`src/rtl/seq_slt_cmp.sv`:
```
// Multi-cycle set-less-than unit: compares two operands MSB-first, DIGIT bits per clock,
// in signed or unsigned mode, with a start/busy/done handshake.
module seq_slt_cmp #(
  parameter int WIDTH = 32,
  parameter int DIGIT = 4
) (
  input  logic             clk,
  input  logic             reset_n,
  input  logic             start,
  input  logic             signed_mode,
  input  logic [WIDTH-1:0] i0,
  input  logic [WIDTH-1:0] i1,
  output logic             busy,
  output logic             done,
  output logic [WIDTH-1:0] result,
  output logic             lt,
  output logic             eq
);

  localparam int N  = WIDTH / DIGIT;
  localparam int CW = (N > 1) ? $clog2(N) : 1;

  generate
    if (DIGIT < 1 || (WIDTH % DIGIT) != 0) begin : g_param_check
      $error("seq_slt_cmp: WIDTH must be a non-zero multiple of DIGIT");
    end
  endgenerate

  typedef enum logic {IDLE, CMP} state_t;

  state_t            state;
  logic [CW-1:0]     counter;
  logic              decided;
  logic              lt_acc;
  logic [WIDTH-1:0]  a;
  logic [WIDTH-1:0]  b;
  logic [WIDTH-1:0]  sign_mask;
  logic [DIGIT-1:0]  ca;
  logic [DIGIT-1:0]  cb;
  logic              dec_nxt;
  logic              lt_nxt;
  logic              last;
  logic              accept;

  // Flipping the sign bit maps two's-complement order onto unsigned order.
  assign sign_mask = {signed_mode, {(WIDTH-1){1'b0}}};
  assign accept    = (state == IDLE) && start;

  assign ca      = a[WIDTH-1 -: DIGIT];
  assign cb      = b[WIDTH-1 -: DIGIT];
  assign dec_nxt = decided | (ca != cb);
  assign lt_nxt  = decided ? lt_acc : (ca < cb);
  assign last    = (counter == CW'(N - 1));

  // Operand shift registers carry no reset; they are only read while in CMP.
  always_ff @(posedge clk) begin
    if (accept) begin
      a <= i0 ^ sign_mask;
      b <= i1 ^ sign_mask;
    end else if (state == CMP) begin
      a <= a << DIGIT;
      b <= b << DIGIT;
    end
  end

  always_ff @(posedge clk or negedge reset_n) begin
    if (!reset_n) begin
      state   <= IDLE;
      counter <= '0;
      decided <= 1'b0;
      lt_acc  <= 1'b0;
      busy    <= 1'b0;
      done    <= 1'b0;
      result  <= '0;
      lt      <= 1'b0;
      eq      <= 1'b0;
    end else begin
      done <= 1'b0;
      case (state)
        IDLE: begin
          if (start) begin
            state   <= CMP;
            counter <= '0;
            decided <= 1'b0;
            lt_acc  <= 1'b0;
            busy    <= 1'b1;
          end
        end
        CMP: begin
          decided <= dec_nxt;
          lt_acc  <= lt_nxt;
          counter <= counter + 1'b1;
          // Fixed-length scan: no early exit, so latency is data-independent.
          if (last) begin
            lt      <= lt_nxt;
            eq      <= ~dec_nxt;
            result  <= {{(WIDTH-1){1'b0}}, lt_nxt};
            done    <= 1'b1;
            busy    <= 1'b0;
            counter <= '0;
            state   <= IDLE;
          end
        end
        default: state <= IDLE;
      endcase
    end
  end

endmodule
```
`config.mk`:
```
export PLATFORM = sky130hd
export DESIGN_NAME = seq_slt_cmp
export DESIGN_NICKNAME = d
export VERILOG_FILES = /design/src/rtl/seq_slt_cmp.sv
export SDC_FILE = /design/constraint.sdc
export NUM_CORES = 1
export LEC_CHECK = 0
export ABC_AREA = 1
export CORE_ASPECT_RATIO = 1.25
export CORE_MARGIN = 3
export CORE_UTILIZATION = 51
export DETAILED_ROUTE_END_ITERATION = 10
export PLACE_DENSITY = 0.86
export SYNTH_ARGS = -nofsm -noshare
export SYNTH_HDL_FRONTEND = slang
export SYNTH_SLANG_ARGS = --single-unit
```
`constraint.sdc`:
```
create_clock -name clk -period 6 [get_ports clk]
set_clock_uncertainty 0.05 [all_clocks]
set_input_delay 1.2 -clock clk [delete_from_list [all_inputs] [get_ports clk]]
set_output_delay 1.2 -clock clk [all_outputs]
set_load 0.02 [all_outputs]
```
==> impl_metrics.yaml <==
power_and_ir_drop:
  cellInternalPower_mw: 1.42
  netSwitchingFraction: 0.247
  combinationalPowerShare: 0.266
  power.clock.fraction: 0.237
  leakagePower_nw: 1.87
  power.net_switching_uw: 467
  pwr-share-seq: 0.497
  ir_worst_vdd_mv: 0.226
  powerDensity_nw_per_um2: 435
logic_synthesis:
  synth.ff_latch_count: 74
  cell_type_contributing_the_most_total_cell_area_after_synthesis: "sky130_fd_sc_hd__edfxtp_1"
  synth_top_cells_by_count: "64 x sky130_fd_sc_hd__edfxtp_1, 49 x sky130_fd_sc_hd__mux2_2, 36 x sky130_fd_sc_hd__buf_4"
  synth_enable_flop_cells: 64
  post-synth-top-area-fraction: 0.553
  yosysSeqAreaShare: 0.625
  most_frequently_used_cell_type_in_the_post_synthesis_netlist: "sky130_fd_sc_hd__edfxtp_1"
  post_synth.cell_area_avg_um2: 14.5
  synth_cell_types: 20
  asyncSetResetFlopFracSynth: 0.135
  yosys_most_used_dff: "sky130_fd_sc_hd__edfxtp_1"
  post_synth_inst_count: 239
  post_synthesis_cell_area_um2: 3470
  yosysWarnings: 0
  synth.top_cells.by_area: "sky130_fd_sc_hd__edfxtp_1 55%, sky130_fd_sc_hd__mux2_2 16%, sky130_fd_sc_hd__buf_4 7.8%, sky130_fd_sc_hd__dfrtp_1 7.2%, sky130_fd_sc_hd__nand2_1 2.3%"
cells_and_area:
  num_antenna_cells: 0
  post_route_insts_no_fill: 406
  drive_above_1_share: 0.226
  final_net_count: 388
  area_growth_pct: 25.0
detailed_routing:
  detailroute.via_count: 1876
  remaining_drc_errors: 0
  firstDrtPassIters: 4
  post_drt_via_cell_ratio: 4.62
  drt_first_iter_violations: 126
  wl_per_cell_um: 13.1
  drt-total-wl_um: 5300
  route.antenna.remaining_nets: 0
clock_tree:
  tritoncts_clock_tree: "done"
  cts.reportedPaths.clkPinSlew_ns: 0.08
  total_of_hold_buffers_inserted_after_clock_tree_synthesis: 0
  postCtsSetupBuffers: 0
  htree_num_levels: 3
  worstSkewPairLatency_ns: 0.33
  cts_root_buf: "sky130_fd_sc_hd__clkbuf_8"
  clock_path_buffers: 2
  tritoncts_buffer_count: 9
  cts_sinks: 74
  cts.repair.resized: 0
floorplan:
  num_rows: 33
  fp.dieW_um: 79.8
  initial_core_util: 0.526
  standard_cell_core_area_um2: 6610
  design.die.area_um2: 7850
  pin_count: 104
  die-height_um: 98.3
hold_path:
  min_path_cells: 2
  holdCritPathClass: "flop to flop"
  worst_min_delay_path_startpoint: "lt_acc"
  timing.hold.worst_endpoint: "lt_acc"
worst_setup_path:
  critPathArrivalTime_ns: 2.76
  critical_path_buf_inv_count: 1
  crit_path_start_kind: "input pin"
  worstPathCellList: "clkdlybuf4s50_1 -> nand2_4 -> mux2_2"
  critPathKind: "input pin to flop"
  timing.reg2reg.setup_slack_ns: 4.07
  worstRegToRegCells: 3
  cp-end-kind: "flop"
  critical_path_required_ns: 6.04
  worst_r2r_endpoint: "b[18]"
  critical_path.top_delay_family: "simple AND/OR/NAND/NOR gates"
  crit_path_max_fanout: 68
  worstReg2RegStart: "state"
  crit_path_max_delay_cell_type: "sky130_fd_sc_hd__nand2_4"
  critical-path-max-stage-delay_ns: 0.62
grt:
  grt_first_pass_wirelength_um: 8450
  grt_start_max_net_pins: 69
  grt_pass1_vias: 1826
  global_route.overflow_total: 0
  number_of_antenna_violations_at_the_first_check_in_global_routing: 0
  grt.total_usage: 0.142
place:
  io_buffer_count: 72
  hpwl_um: 3590
  gpl.final_weighted_congestion: 0.699
  numPlacedInstances: 390
sta:
  timing.hold.ws_ns: 0.437
  max_freq_mhz: 368
  setup-tns-final_ns: 0
  report.final.hold_viol_count: 0
  relSlewSlack: 0.433
  finalCriticalPeriod_ns: 2.72
  drv_slew: 0
  timing.final.setup_violations: 0
  rsz0062_at_grt: "false"
  tightest_slew_ns: 0.851
  final_min_period_over_clock_period: 0.453
status:
  run_status: "complete, no violations"
run:
  maxCapViolations: 0
==> worst max-delay path by stage <==
stage          startpoint     to  cells after the start
2_1_floorplan       start   a[0]                      2
3_3_place_gp        start   b[7]                      3
3_5_place_dp        start   a[6]                      3
4_1_cts             start   a[6]                      3
5_1_grt             start  b[16]                      3
6_report            start  b[18]                      3
==> metrics by stage <==
stage / cell area, um^2 / utilization / setup slack (ns) / power [mW]
after global routing: 4340 / 0.658 / 3.18 / 2.01
after CTS: 4340 / 0.658 / 3.29 / 1.91
after global placement: 4110 / 0.623 / 2.93 / 1.42
final: 4340 / 0.658 / 3.28 / 1.89
after floorplan: 3590 / - / 3.00 / 1.34
after detailed placement: 4110 / 0.623 / 2.93 / 1.46
==> layout make-up <==
type                       count  area [um^2]
clock buffer                   9          124
sequential                    74         2170
timing repair buffer          73          728
clock inverter                 7          108
multi-input combinational    135         1020
fill                         510         2260
tap                           87          109
inverter                      21         78.8
==> layout by cell type, fill, tap and decap left out <==
master / n
sky130_fd_sc_hd__clkbuf_8: 9
sky130_fd_sc_hd__clkinv_2: 2
sky130_fd_sc_hd__nand4_1: 1
sky130_fd_sc_hd__inv_2: 2
sky130_fd_sc_hd__dfrtp_1: 10
sky130_fd_sc_hd__xnor2_1: 2
sky130_fd_sc_hd__mux2_2: 49
sky130_fd_sc_hd__mux2_4: 5
sky130_fd_sc_hd__a21oi_1: 1
sky130_fd_sc_hd__o21ai_0: 5
sky130_fd_sc_hd__ha_1: 6
sky130_fd_sc_hd__nor2_1: 10
sky130_fd_sc_hd__o31ai_1: 1
sky130_fd_sc_hd__bufinv_16: 3
sky130_fd_sc_hd__clkinv_1: 2
sky130_fd_sc_hd__edfxtp_1: 64
sky130_fd_sc_hd__inv_1: 19
sky130_fd_sc_hd__buf_4: 1
sky130_fd_sc_hd__a22o_1: 2
sky130_fd_sc_hd__clkdlybuf4s50_1: 72
sky130_fd_sc_hd__conb_1: 31
sky130_fd_sc_hd__nand2_1: 21
sky130_fd_sc_hd__nand2_4: 1
==> logic make-up (layout without fill, tap and decap cells) <==
| family | count (synthesis) | count (layout) | share of synthesized area |
|---|---|---|---|
| compound gates | 9 | 9 | 0.0158 |
| simple gates | 33 | 33 | 0.0385 |
| mux | 54 | 54 | 0.180 |
| flops | 74 | 74 | 0.625 |
| other cells | 1 | 31 | 0.00108 |
| fa+ha+maj | 6 | 6 | 0.0216 |
| buf+inv | 60 | 110 | 0.112 |
| xor+xnor | 2 | 2 | 0.00504 |
==> tightest hold or removal path, stage by stage (launching register included) <==
cell and delay (ns):
sky130_fd_sc_hd__dfrtp_1 0.35, sky130_fd_sc_hd__nand2_1 0.05, sky130_fd_sc_hd__nand2_1 0.05
==> per-layer routing <==
metal  global-route usage  up-vias  routed length [um]
li1                     -      924                   -
met1                0.173      875                2090
met2                0.231       73                2780
met3               0.0507        4                 380
met4               0.0546        0                  47
met5                    0        -                   0
==> sequential cells by signal, indices dropped and copies added, names as in the netlist <==
register  flops
decided       1
counter       3
result        1
b            32
state         1
busy          1
eq            1
a            32
done          1
lt_acc        1
==> power by group through the flow <==
stage	clock [mW]	sequential [mW]	combinational (mW)
after floorplan	0	0.940	0.403
after global placement	0	0.939	0.486
after detailed placement	0	0.954	0.506
after CTS	0.456	0.944	0.511
after global routing	0.481	0.967	0.558
final	0.448	0.939	0.501
Power figures use the tool's default switching activity.
